==> src/rtl/mips_seq_pkg.sv <==
// Shared encodings for the multicycle memory sequencer: FSM states, writeback
// source select codes and fault codes.
package mips_seq_pkg;

  localparam logic [2:0] ST_FETCH = 3'd0;
  localparam logic [2:0] ST_EXEC  = 3'd1;
  localparam logic [2:0] ST_MEM   = 3'd2;
  localparam logic [2:0] ST_ADDM  = 3'd3;
  localparam logic [2:0] ST_HALT  = 3'd4;

  localparam logic [1:0] WB_ALU  = 2'b00;
  localparam logic [1:0] WB_MEM  = 2'b01;
  localparam logic [1:0] WB_ADDM = 2'b10;

  localparam logic [1:0] FAULT_NONE    = 2'b00;
  localparam logic [1:0] FAULT_ILLEGAL = 2'b01;
  localparam logic [1:0] FAULT_TIMEOUT = 2'b10;

endpackage

==> src/rtl/mips_seq_timer.sv <==
// Memory wait counter: counts consecutive cycles a request is outstanding and
// flags the cycle in which the wait reaches TIMEOUT_CYCLES.
module mips_seq_timer #(
  parameter int unsigned TIMEOUT_CYCLES = 255
) (
  input  logic i_clock,
  input  logic i_reset,
  input  logic i_wait,
  output logic o_expire
);

  logic [15:0] r_count;

  // Any non-waiting cycle (ready, or no request) restarts the count, which
  // covers every entry into a requesting state.
  always_ff @(posedge i_clock) begin
    if (i_reset || !i_wait) begin
      r_count <= 16'd0;
    end else begin
      r_count <= r_count + 16'd1;
    end
  end

  assign o_expire = i_wait && (r_count == 16'(TIMEOUT_CYCLES - 1));

endmodule

==> src/rtl/mips_mem_sequencer.sv <==
// Multicycle control FSM sequencing a shared instruction/data memory around
// mips_decode. Define MIPS_SEQ_TIMEOUT_EN to build the memory-wait timeout.
module mips_mem_sequencer
  import mips_seq_pkg::*;
#(
  parameter int unsigned TIMEOUT_CYCLES = 255
) (
  input  logic        clock,
  input  logic        reset,
  input  logic        writeenable,
  input  logic        except,
  input  logic        mem_read,
  input  logic        word_we,
  input  logic        byte_we,
  input  logic        byte_load,
  input  logic        addm,
  input  logic        mem_ready,
  output logic        mem_req,
  output logic        mem_we,
  output logic        mem_byte,
  output logic        addr_sel,
  output logic        ir_load,
  output logic        mdr_load,
  output logic        addm_phase,
  output logic [1:0]  wb_sel,
  output logic        rf_we,
  output logic        pc_en,
  output logic        halted,
  output logic [1:0]  fault,
  output logic [31:0] instret,
  output logic [2:0]  state
);

  logic [2:0]  r_state;
  logic [2:0]  w_state_next;
  logic [1:0]  r_fault;
  logic [1:0]  w_fault_next;
  logic [31:0] r_instret;
  logic        w_req;
  logic        w_ir_load;
  logic        w_mdr_load;
  logic        w_rf_we;
  logic        w_pc_en;
  logic        w_timeout;
  logic        w_is_store;
  logic        w_is_mem;

  assign w_is_store = word_we | byte_we;
  assign w_is_mem   = mem_read | w_is_store | addm;

`ifdef MIPS_SEQ_TIMEOUT_EN
  mips_seq_timer #(
    .TIMEOUT_CYCLES(TIMEOUT_CYCLES)
  ) u_timer (
    .i_clock (clock),
    .i_reset (reset),
    .i_wait  (w_req & ~mem_ready),
    .o_expire(w_timeout)
  );
`else
  logic [15:0] w_unused_limit;
  assign w_unused_limit = 16'(TIMEOUT_CYCLES);
  assign w_timeout      = 1'b0;
`endif

  always_comb begin
    w_state_next = r_state;
    w_fault_next = r_fault;
    w_req        = 1'b0;
    w_ir_load    = 1'b0;
    w_mdr_load   = 1'b0;
    w_rf_we      = 1'b0;
    w_pc_en      = 1'b0;
    mem_we       = 1'b0;
    mem_byte     = 1'b0;
    addr_sel     = 1'b0;
    addm_phase   = 1'b0;
    wb_sel       = WB_ALU;
    case (r_state)
      ST_FETCH: begin
        w_req = 1'b1;
        if (mem_ready) begin
          w_ir_load    = 1'b1;
          w_state_next = ST_EXEC;
        end else if (w_timeout) begin
          w_state_next = ST_HALT;
          w_fault_next = FAULT_TIMEOUT;
        end
      end
      ST_EXEC: begin
        if (except) begin
          w_state_next = ST_HALT;
          w_fault_next = FAULT_ILLEGAL;
        end else if (w_is_mem) begin
          w_state_next = ST_MEM;
        end else begin
          w_rf_we      = writeenable;
          w_pc_en      = 1'b1;
          w_state_next = ST_FETCH;
        end
      end
      ST_MEM: begin
        w_req    = 1'b1;
        addr_sel = 1'b1;
        mem_we   = w_is_store;
        mem_byte = byte_we | byte_load;
        if (mem_ready) begin
          if (addm) begin
            w_mdr_load   = 1'b1;
            w_state_next = ST_ADDM;
          end else if (w_is_store) begin
            w_pc_en      = 1'b1;
            w_state_next = ST_FETCH;
          end else begin
            w_rf_we      = 1'b1;
            wb_sel       = WB_MEM;
            w_pc_en      = 1'b1;
            w_state_next = ST_FETCH;
          end
        end else if (w_timeout) begin
          w_state_next = ST_HALT;
          w_fault_next = FAULT_TIMEOUT;
        end
      end
      ST_ADDM: begin
        addm_phase   = 1'b1;
        wb_sel       = WB_ADDM;
        w_rf_we      = 1'b1;
        w_pc_en      = 1'b1;
        w_state_next = ST_FETCH;
      end
      ST_HALT: begin
        w_state_next = ST_HALT;
      end
      default: begin
        w_state_next = ST_FETCH;
      end
    endcase
  end

  // Reset suppresses every strobe, dropping any request in flight.
  assign mem_req  = w_req & ~reset;
  assign ir_load  = w_ir_load & ~reset;
  assign mdr_load = w_mdr_load & ~reset;
  assign rf_we    = w_rf_we & ~reset;
  assign pc_en    = w_pc_en & ~reset;

  always_ff @(posedge clock) begin
    if (reset) begin
      r_state   <= ST_FETCH;
      r_fault   <= FAULT_NONE;
      r_instret <= 32'd0;
    end else begin
      r_state <= w_state_next;
      r_fault <= w_fault_next;
      if (w_pc_en) begin
        r_instret <= r_instret + 32'd1;
      end
    end
  end

  assign halted  = (r_state == ST_HALT);
  assign fault   = r_fault;
  assign instret = r_instret;
  assign state   = r_state;

endmodule
==> config.mk <==
export PLATFORM = sky130hd
export DESIGN_NAME = mips_mem_sequencer
export DESIGN_NICKNAME = d
export VERILOG_FILES = /design/src/rtl/mips_seq_pkg.sv /design/src/rtl/mips_seq_timer.sv /design/src/rtl/mips_mem_sequencer.sv
export SDC_FILE = /design/constraint.sdc
export NUM_CORES = 1
export LEC_CHECK = 0
export BUFFER_PORTS_ARGS = -buffer_cell sky130_fd_sc_hd__buf_2
export CORE_ASPECT_RATIO = 1.75
export CORE_MARGIN = 3
export CORE_UTILIZATION = 30
export DETAILED_ROUTE_END_ITERATION = 8
export PLACE_DENSITY = 0.53
export RECOVER_POWER = 25
export SLEW_MARGIN = 25
export SYNTH_ARGS = -nofsm -noshare
export SYNTH_HDL_FRONTEND = slang
export SYNTH_HIERARCHICAL = 1
export SYNTH_SLANG_ARGS = --single-unit
==> constraint.sdc <==
create_clock -name clock -period 2 [get_ports clock]
set_input_delay 0.4 -clock clock [delete_from_list [all_inputs] [get_ports clock]]
set_output_delay 0.4 -clock clock [all_outputs]
set_load 0.1 [all_outputs]
==> results of run 1 <==
## synthesized netlist by cell type (5+ instances only)
library cell / number
sky130_fd_sc_hd__dfxtp_1: 36
sky130_fd_sc_hd__nand4_1: 6
sky130_fd_sc_hd__inv_1: 11
sky130_fd_sc_hd__a21oi_1: 14
sky130_fd_sc_hd__o21ai_0: 5
sky130_fd_sc_hd__nor2_1: 33
sky130_fd_sc_hd__or4_1: 7
sky130_fd_sc_hd__xnor2_1: 21
sky130_fd_sc_hd__nand3_1: 9
sky130_fd_sc_hd__a2111oi_0: 8
sky130_fd_sc_hd__clkbuf_1: 7
sky130_fd_sc_hd__a211oi_1: 11
sky130_fd_sc_hd__nand2_1: 20
## metal layers
metal	routed length [µm]	track usage	share of wire	vias to the layer above
met1	2465	0.2041	0.39	1054
met5	0	0	0	-
met3	200	0.03027	0.032	9
met4	94	0.04478	0.015	0
met2	3515	0.3099	0.56	40
li1	-	-	-	1091
## metrics by stage
step | instance area (µm²) | worst slack, ns
final | 3441 | -0.07421
after global placement | 2887 | -0.2905
after floorplan | 2068 | -1.272
after CTS | 3173 | -0.1112
after global routing | 3441 | -0.1507
after detailed placement | 2887 | -0.2348
## final cells by class
type | count | area [µm²] | area share
Clock buffer | 6 | 82.58 | 0.02400
Inverter | 11 | 41.29 | 0.01200
Multi-Input combinational cell | 174 | 1395 | 0.4055
Clock inverter | 2 | 10.01 | 0.002909
Sequential cell | 36 | 797.0 | 0.2316
Timing Repair Buffer | 130 | 1017 | 0.2956
Tap cell | 78 | 97.59 | 0.02836
## sequential cells by signal (all words and copies together) (netlist names)
register,cells
fault,1
instret,32
state,3
## repair_timing
item / CTS / global route
setup buffers: 12 / 7
pin swaps: 8 / 10
endpoints found under the setup margin: 17 / 25
gates resized for setup: 26 / 42
endpoints found under the hold margin: 0 / 0
gates cloned: 0 / 1
## cell families (layout without fill, tap and decap cells)
kind of cell	count (synthesis)	in the layout	synth area share
AND/OR/NAND/NOR	97	97	0.2556
AO/OA/AOI/OAI	51	52	0.1853
flip-flops	36	36	0.3784
buffers and inverters	25	149	0.06570
XOR/XNOR	22	22	0.1012
adder cells (fa/ha/maj)	1	1	0.006569
other	1	1	0.001969
multiplexers	1	1	0.005256
## worst register-to-register path, stage by stage (launching register included)
cell and delay [ns]:
sky130_fd_sc_hd__dfxtp_4 0.36, sky130_fd_sc_hd__nand4_4 0.12, sky130_fd_sc_hd__or4_4 0.54, sky130_fd_sc_hd__a2111o_1 0.34, sky130_fd_sc_hd__buf_6 0.15, sky130_fd_sc_hd__buf_4 0.12, sky130_fd_sc_hd__o31ai_1 0.19, sky130_fd_sc_hd__a21oi_1 0.09
## power by group through the flow
| stage | clock network (mW) | logic (mW) | registers [mW] |
|---|---|---|---|
| 6_report | 0.557 | 0.253 | 0.708 |
| 4_1_cts | 0.577 | 0.236 | 0.710 |
| 3_3_place_gp | 0 | 0.221 | 0.726 |
| 3_5_place_dp | 0 | 0.221 | 0.726 |
| 5_1_grt | 0.601 | 0.267 | 0.708 |
| 2_1_floorplan | 0 | 0.115 | 0.762 |
## worst paths after layout
kind	from	to	slack [ns]	cells past startpoint
max	state[1]	rf_we	-0.07	6
min	except	state[2]	0.38	3
max reg2reg	instret[8]	instret[30]	-0.02	7
min reg2reg	fault[0]	fault[0]	0.48	2
==> flow_results.xml, run 1 <==
<?xml version="1.0" encoding="UTF-8"?>
<metrics>
  <group name="pwr">
    <metric name="switching_share" unit="">0.2977</metric>
    <metric name="intPower" unit="mW">1.066</metric>
    <metric name="clock_power_share" unit="">0.367</metric>
    <metric name="max-vdd-ir-drop" unit="µV">275.4</metric>
    <metric name="combinationalPowerShare" unit="">0.166</metric>
    <metric name="power_density" unit="nW/µm²">441.1</metric>
    <metric name="netSwitchingPower" unit="µW">451.8</metric>
    <metric name="total_power" unit="mW">1.518</metric>
    <metric name="power_leakage" unit="nW">1.358</metric>
    <metric name="pwr-share-seq" unit="">0.466</metric>
  </group>
  <group name="placed_design">
    <metric name="dpl.cell_count" unit="">409</metric>
    <metric name="gp_congestion" unit="">0.7798</metric>
    <metric name="place_hpwl" unit="µm">4442</metric>
    <metric name="io_buffers" unit="">57</metric>
  </group>
  <group name="floorplan">
    <metric name="core.rowCount" unit="">37</metric>
    <metric name="die_y" unit="µm">111.4</metric>
    <metric name="floorplan.initialDensity" unit="">0.3164</metric>
    <metric name="fp.dieArea" unit="µm²">7377</metric>
    <metric name="core-area" unit="µm²">6018</metric>
    <metric name="pin_count" unit="">59</metric>
    <metric name="chipWidth" unit="µm">66.23</metric>
  </group>
  <group name="detailed_routing">
    <metric name="drt_first_pass_iters" unit="">4</metric>
    <metric name="vias" unit="">2194</metric>
    <metric name="drtAntennaViolNets" unit="">0</metric>
    <metric name="post-route-drc-count" unit="">0</metric>
    <metric name="initialDrtViolationCount" unit="">98</metric>
    <metric name="drt-wirelength-per-cell" unit="µm">14.36</metric>
    <metric name="route.final.wire_length" unit="µm">6277</metric>
    <metric name="vias_per_cell" unit="">5.021</metric>
  </group>
  <group name="clock_network">
    <metric name="htree_levels" unit="">2</metric>
    <metric name="clk_path_buf_depth" unit="">2</metric>
    <metric name="tritoncts.num_buffers" unit="">5</metric>
    <metric name="cts.root.buffer_cell" unit="">sky130_fd_sc_hd__clkbuf_8</metric>
    <metric name="cts_sinks" unit="">36</metric>
    <metric name="clk_transition_reported_paths" unit="ns">0.08</metric>
    <metric name="tritoncts_clock_tree" unit="">built</metric>
    <metric name="insertion_delay" unit="ns">0.29</metric>
    <metric name="postCtsHoldBufs" unit="">0</metric>
  </group>
  <group name="yosys">
    <metric name="synth.distinct_cells" unit="">41</metric>
    <metric name="netlist_top_cells_area" unit="">sky130_fd_sc_hd__dfxtp_1 (38%), sky130_fd_sc_hd__xnor2_1 (9.7%), sky130_fd_sc_hd__nor2_1 (6.5%)</metric>
    <metric name="synth-warning-count" unit="">6</metric>
    <metric name="synth-edff-count" unit="">0</metric>
    <metric name="synth.largest_area_cell" unit="">sky130_fd_sc_hd__dfxtp_1</metric>
    <metric name="synth_area" unit="µm²">1904</metric>
    <metric name="postSynth.topFlopCell" unit="">sky130_fd_sc_hd__dfxtp_1</metric>
    <metric name="synth.avg_cell_area" unit="µm²">8.138</metric>
    <metric name="ys_ff_latch" unit="">36</metric>
    <metric name="postSynth.asyncResetShare" unit="">0</metric>
    <metric name="synth_nets" unit="">245</metric>
    <metric name="post-synth-top-area-fraction" unit="">0.3784</metric>
    <metric name="syn_inst" unit="">234</metric>
    <metric name="sequential_to_total_area_share_from_yosys_stat" unit="">0.3784</metric>
  </group>
  <group name="layout">
    <metric name="layout-drive-gt1-share" unit="">0.6045</metric>
    <metric name="finalNetCount" unit="">369</metric>
    <metric name="layout-area-overhead-vs-synth" unit="%">80.68</metric>
    <metric name="antennaDiodeCount" unit="">0</metric>
    <metric name="filler_cell_count" unit="">586</metric>
    <metric name="finalNonFillerCells" unit="">437</metric>
    <metric name="layout_commonest_cell" unit="">sky130_fd_sc_hd__buf_4</metric>
    <metric name="finalCoreUtilization" unit="">0.5717</metric>
    <metric name="final_cell_mix" unit="">sky130_fd_sc_hd__buf_4 (63), sky130_fd_sc_hd__buf_2 (46), sky130_fd_sc_hd__nor2_1 (30)</metric>
  </group>
  <group name="sta">
    <metric name="report.final.setup_viol" unit="">7</metric>
    <metric name="finalHoldViolations" unit="">0</metric>
    <metric name="final.setup.worst_slack" unit="ns">-0.07421</metric>
    <metric name="fin_tns_setup" unit="ns">-0.1618</metric>
    <metric name="period_minus_slack" unit="ns">2.074</metric>
    <metric name="finalCritPeriodShare" unit="">1.037</metric>
    <metric name="unrepaired_setup_endpoints_after_global_routing" unit="">true</metric>
    <metric name="finalClockSkew" unit="ns">0.01022</metric>
    <metric name="fin_hold_ws" unit="ns">0.3754</metric>
    <metric name="maxSlewViolCount" unit="">0</metric>
    <metric name="timing.fmax" unit="MHz">482.1</metric>
  </group>
  <group name="setup_path">
    <metric name="critPathCaptureType" unit="">output pin</metric>
    <metric name="setup.worst_path.class" unit="">register to output pin</metric>
    <metric name="max_stage_delay" unit="ns">0.36</metric>
    <metric name="timing.critical_path.required" unit="ns">1.60</metric>
    <metric name="critical-path-slowest-cell" unit="">sky130_fd_sc_hd__dfxtp_4</metric>
    <metric name="critical_path.cell_chain" unit="">nor4b_2 -&gt; buf_4 -&gt; buf_6 -&gt; a311oi_4 -&gt; nor3_4 -&gt; buf_12</metric>
    <metric name="cp_top_family" unit="">buffers and inverters</metric>
    <metric name="critical_path.max_fanout" unit="">2</metric>
    <metric name="critPathArrivalTime" unit="ns">1.67</metric>
    <metric name="path_buf_inv" unit="">3</metric>
    <metric name="start_kind" unit="">register</metric>
  </group>
  <group name="grt">
    <metric name="globalRouteTotalUtil" unit="">0.1723</metric>
    <metric name="grt_pass1_wl" unit="µm">10270</metric>
    <metric name="globalRoute.totalOverflow" unit="">0</metric>
    <metric name="grt_antenna_before_repair" unit="">0</metric>
    <metric name="pin_count_of_the_biggest_net_entering_global_routing" unit="">21</metric>
    <metric name="number_of_global_route_vias_before_repair" unit="">2178</metric>
  </group>
  <group name="run_status">
    <metric name="outcome" unit="">finished with violations</metric>
    <metric name="violations" unit="">setup timing</metric>
  </group>
  <group name="run">
    <metric name="cap_violations" unit="">0</metric>
  </group>
  <group name="hold_path">
    <metric name="hold_path.class" unit="">primary input to register</metric>
  </group>
</metrics>
Note: power is estimated with default switching activity, not from simulation.
==> run 2: changes to the inputs <==
--- a/config.mk
+++ b/config.mk
@@ -12,6 +12,7 @@
 export DETAILED_ROUTE_END_ITERATION = 8
 export PLACE_DENSITY = 0.53
 export RECOVER_POWER = 25
+export SKIP_LAST_GASP = 1
 export SLEW_MARGIN = 25
 export SYNTH_ARGS = -nofsm -noshare
 export SYNTH_HDL_FRONTEND = slang
==> run 2 against run 1 <==
The flow still finishes with violations (setup timing); combinational power hardly changed; sequential power hardly changed; flip-flop and latch count stayed put; core utilization is 0.23 points lower; maximum frequency hardly changed; clock power hardly changed; largest cell class unchanged.
==> flow_results.xml, run 2 (synthesis gave the netlist of run 1 again) <==
<?xml version="1.0" encoding="UTF-8"?>
<metrics>
  <group name="layout">
    <metric name="finalNetCount" unit="">369</metric>
    <metric name="filler_cell_count" unit="">591</metric>
    <metric name="layout-area-overhead-vs-synth" unit="%">79.96</metric>
    <metric name="layout_commonest_cell" unit="">sky130_fd_sc_hd__buf_4</metric>
    <metric name="layout-drive-gt1-share" unit="">0.5989</metric>
    <metric name="finalNonFillerCells" unit="">437</metric>
    <metric name="final_cell_mix" unit="">sky130_fd_sc_hd__buf_4 (63), sky130_fd_sc_hd__buf_2 (48), sky130_fd_sc_hd__nor2_1 (30)</metric>
    <metric name="largest_reg_flops" unit="">32</metric>
    <metric name="postLayoutCellArea" unit="µm²">3427</metric>
    <metric name="antennaDiodeCount" unit="">0</metric>
  </group>
  <group name="pwr">
    <metric name="power_leakage" unit="nW">1.362</metric>
    <metric name="power_density" unit="nW/µm²">442.5</metric>
    <metric name="max-vdd-ir-drop" unit="µV">277.0</metric>
  </group>
  <group name="detailed_routing">
    <metric name="route.final.wire_length" unit="µm">6285</metric>
    <metric name="drtAntennaViolNets" unit="">0</metric>
    <metric name="vias" unit="">2213</metric>
    <metric name="drt_first_pass_iters" unit="">4</metric>
    <metric name="initialDrtViolationCount" unit="">84</metric>
    <metric name="post-route-drc-count" unit="">0</metric>
    <metric name="vias_per_cell" unit="">5.064</metric>
    <metric name="drt-wirelength-per-cell" unit="µm">14.38</metric>
  </group>
  <group name="grt">
    <metric name="globalRouteTotalUtil" unit="">0.1723</metric>
    <metric name="globalRoute.totalOverflow" unit="">0</metric>
    <metric name="number_of_global_route_vias_before_repair" unit="">2184</metric>
    <metric name="grt_antenna_before_repair" unit="">0</metric>
    <metric name="pin_count_of_the_biggest_net_entering_global_routing" unit="">21</metric>
    <metric name="grt_pass1_wl" unit="µm">10290</metric>
  </group>
  <group name="clock_network">
    <metric name="cts_sinks" unit="">36</metric>
    <metric name="cts.root.buffer_cell" unit="">sky130_fd_sc_hd__clkbuf_8</metric>
    <metric name="clk_transition_reported_paths" unit="ns">0.08</metric>
    <metric name="tritoncts.num_buffers" unit="">5</metric>
    <metric name="clk_path_buf_depth" unit="">2</metric>
    <metric name="htree_levels" unit="">2</metric>
    <metric name="tritoncts_clock_tree" unit="">built</metric>
    <metric name="insertion_delay" unit="ns">0.29</metric>
    <metric name="postCtsHoldBufs" unit="">0</metric>
  </group>
  <group name="hold_path">
    <metric name="timing.hold.worst.start" unit="">except</metric>
    <metric name="min_to" unit="">state[2]</metric>
    <metric name="hold_path.class" unit="">primary input to register</metric>
    <metric name="min_delay_path_depth" unit="">3</metric>
  </group>
  <group name="floorplan">
    <metric name="pin_count" unit="">59</metric>
    <metric name="core-area" unit="µm²">6018</metric>
    <metric name="floorplan.initialDensity" unit="">0.3164</metric>
    <metric name="die_y" unit="µm">111.4</metric>
    <metric name="fp.dieArea" unit="µm²">7377</metric>
    <metric name="chipWidth" unit="µm">66.23</metric>
    <metric name="core.rowCount" unit="">37</metric>
  </group>
  <group name="sta">
    <metric name="finalHoldViolations" unit="">0</metric>
    <metric name="fin_tns_setup" unit="ns">-0.1985</metric>
    <metric name="finalCritPeriodShare" unit="">1.037</metric>
    <metric name="final.setup.worst_slack" unit="ns">-0.07474</metric>
    <metric name="finalClockSkew" unit="ns">0.01050</metric>
    <metric name="timing.fmax" unit="MHz">482.0</metric>
    <metric name="report.final.setup_viol" unit="">9</metric>
    <metric name="maxSlewViolCount" unit="">0</metric>
    <metric name="unrepaired_setup_endpoints_after_global_routing" unit="">true</metric>
    <metric name="period_minus_slack" unit="ns">2.075</metric>
  </group>
  <group name="placed_design">
    <metric name="dpl.cell_count" unit="">409</metric>
    <metric name="place_hpwl" unit="µm">4442</metric>
    <metric name="io_buffers" unit="">57</metric>
    <metric name="place_area" unit="µm²">2887</metric>
    <metric name="gp_congestion" unit="">0.7798</metric>
  </group>
  <group name="run_status">
    <metric name="outcome" unit="">finished with violations</metric>
    <metric name="violations" unit="">setup timing</metric>
  </group>
  <group name="setup_path">
    <metric name="critical_path.max_fanout" unit="">4</metric>
    <metric name="timing.critical_path.required" unit="ns">1.60</metric>
    <metric name="critical_path.reg2reg.startpoint" unit="">instret[8]</metric>
    <metric name="critPathArrivalTime" unit="ns">1.67</metric>
    <metric name="setup.worst_path.class" unit="">register to output pin</metric>
    <metric name="r2r-end" unit="">instret[30]</metric>
    <metric name="reg2regPathDepth" unit="">7</metric>
    <metric name="critPathCaptureType" unit="">output pin</metric>
    <metric name="start_kind" unit="">register</metric>
    <metric name="reg2reg_slack" unit="ns">-0.02</metric>
  </group>
  <group name="run">
    <metric name="cap_violations" unit="">0</metric>
  </group>
</metrics>
==> run 2: cell types whose count changed in the layout (fill, tap and decap cells not counted) <==
cell                       delta
sky130_fd_sc_hd__buf_2        +2
sky130_fd_sc_hd__clkbuf_4     -2
sky130_fd_sc_hd__and3_2       +1
sky130_fd_sc_hd__and3_4       -1
sky130_fd_sc_hd__inv_1        +1
sky130_fd_sc_hd__inv_2        -1
sky130_fd_sc_hd__or3_1        +1
sky130_fd_sc_hd__or3_4        -1
==> run 2: worst max-delay path, cell delays in order, from the launching register on <==
cell and delay [ns]:
sky130_fd_sc_hd__dfxtp_4 0.35, sky130_fd_sc_hd__buf_6 0.12, sky130_fd_sc_hd__nor2_4 0.13, sky130_fd_sc_hd__nand2_4 0.07
sky130_fd_sc_hd__nor4_4 0.24, sky130_fd_sc_hd__a311oi_4 0.09, sky130_fd_sc_hd__nor3_4 0.17, sky130_fd_sc_hd__buf_12 0.20
==> run 2: cell type report <==
cell class | instances | area (µm²) | share of cell area
multi-input cells | 174 | 1386 | 0.4045
flip-flops and latches | 36 | 797.0 | 0.2326
repair buffers | 130 | 1012 | 0.2954
clock buffers | 6 | 82.58 | 0.02410
inverters | 11 | 41.29 | 0.01205
well taps | 78 | 97.59 | 0.02848
clock inverters | 2 | 10.01 | 0.002921
==> run 2: per-layer routing <==
metal	routed length, µm	global-route usage	vias to the layer above
met3	237	0.03027	11
met5	0	0	-
met4	118	0.04478	0
met1	2409	0.2041	1055
li1	-	-	1092
met2	3520	0.3099	55
==> run 2: how the worst max path moves through the flow <==
| stage | startpoint | end | cells after the start |
|---|---|---|---|
| 5_1_grt | state[0] | rf_we | 7 |
| 6_report | state[0] | rf_we | 7 |
| 2_1_floorplan | state[2] | rf_we | 6 |
| 3_3_place_gp | word_we | instret[18] | 9 |
| 3_5_place_dp | word_we | instret[30] | 7 |
| 4_1_cts | instret[8] | instret[30] | 5 |
==> run 2: through the flow <==
stage	total power, mW	hold WS, ns	util	worst slack [ns]
finish	1.516	0.3772	0.5694	-0.07474
global route	1.576	0.3757	0.5694	-0.1523
CTS	1.523	0.3691	0.5252	-0.1112
detailed placement	0.9477	0.4720	0.4796	-0.2348
global placement	0.9477	0.4572	0.4796	-0.2905
floorplan	0.8764	0.5228	-	-1.272
==> run 2: report_power, final <==
| part | leakage [nW] | switching (mW) | total (mW) | internal (mW) |
|---|---|---|---|---|
| logic | 0.999 | 0.166 | 0.252 | 0.0859 |
| clock network | 0.0510 | 0.281 | 0.557 | 0.275 |
| registers | 0.311 | 0.00400 | 0.708 | 0.704 |
==> run 2: repair_timing <==
action / CTS / global route
setup buffers: 12 / 7
cloned: 0 / 1
pin swaps: 8 / 10
gates resized for setup: 24 / 39
setup endpoints to repair: 17 / 24
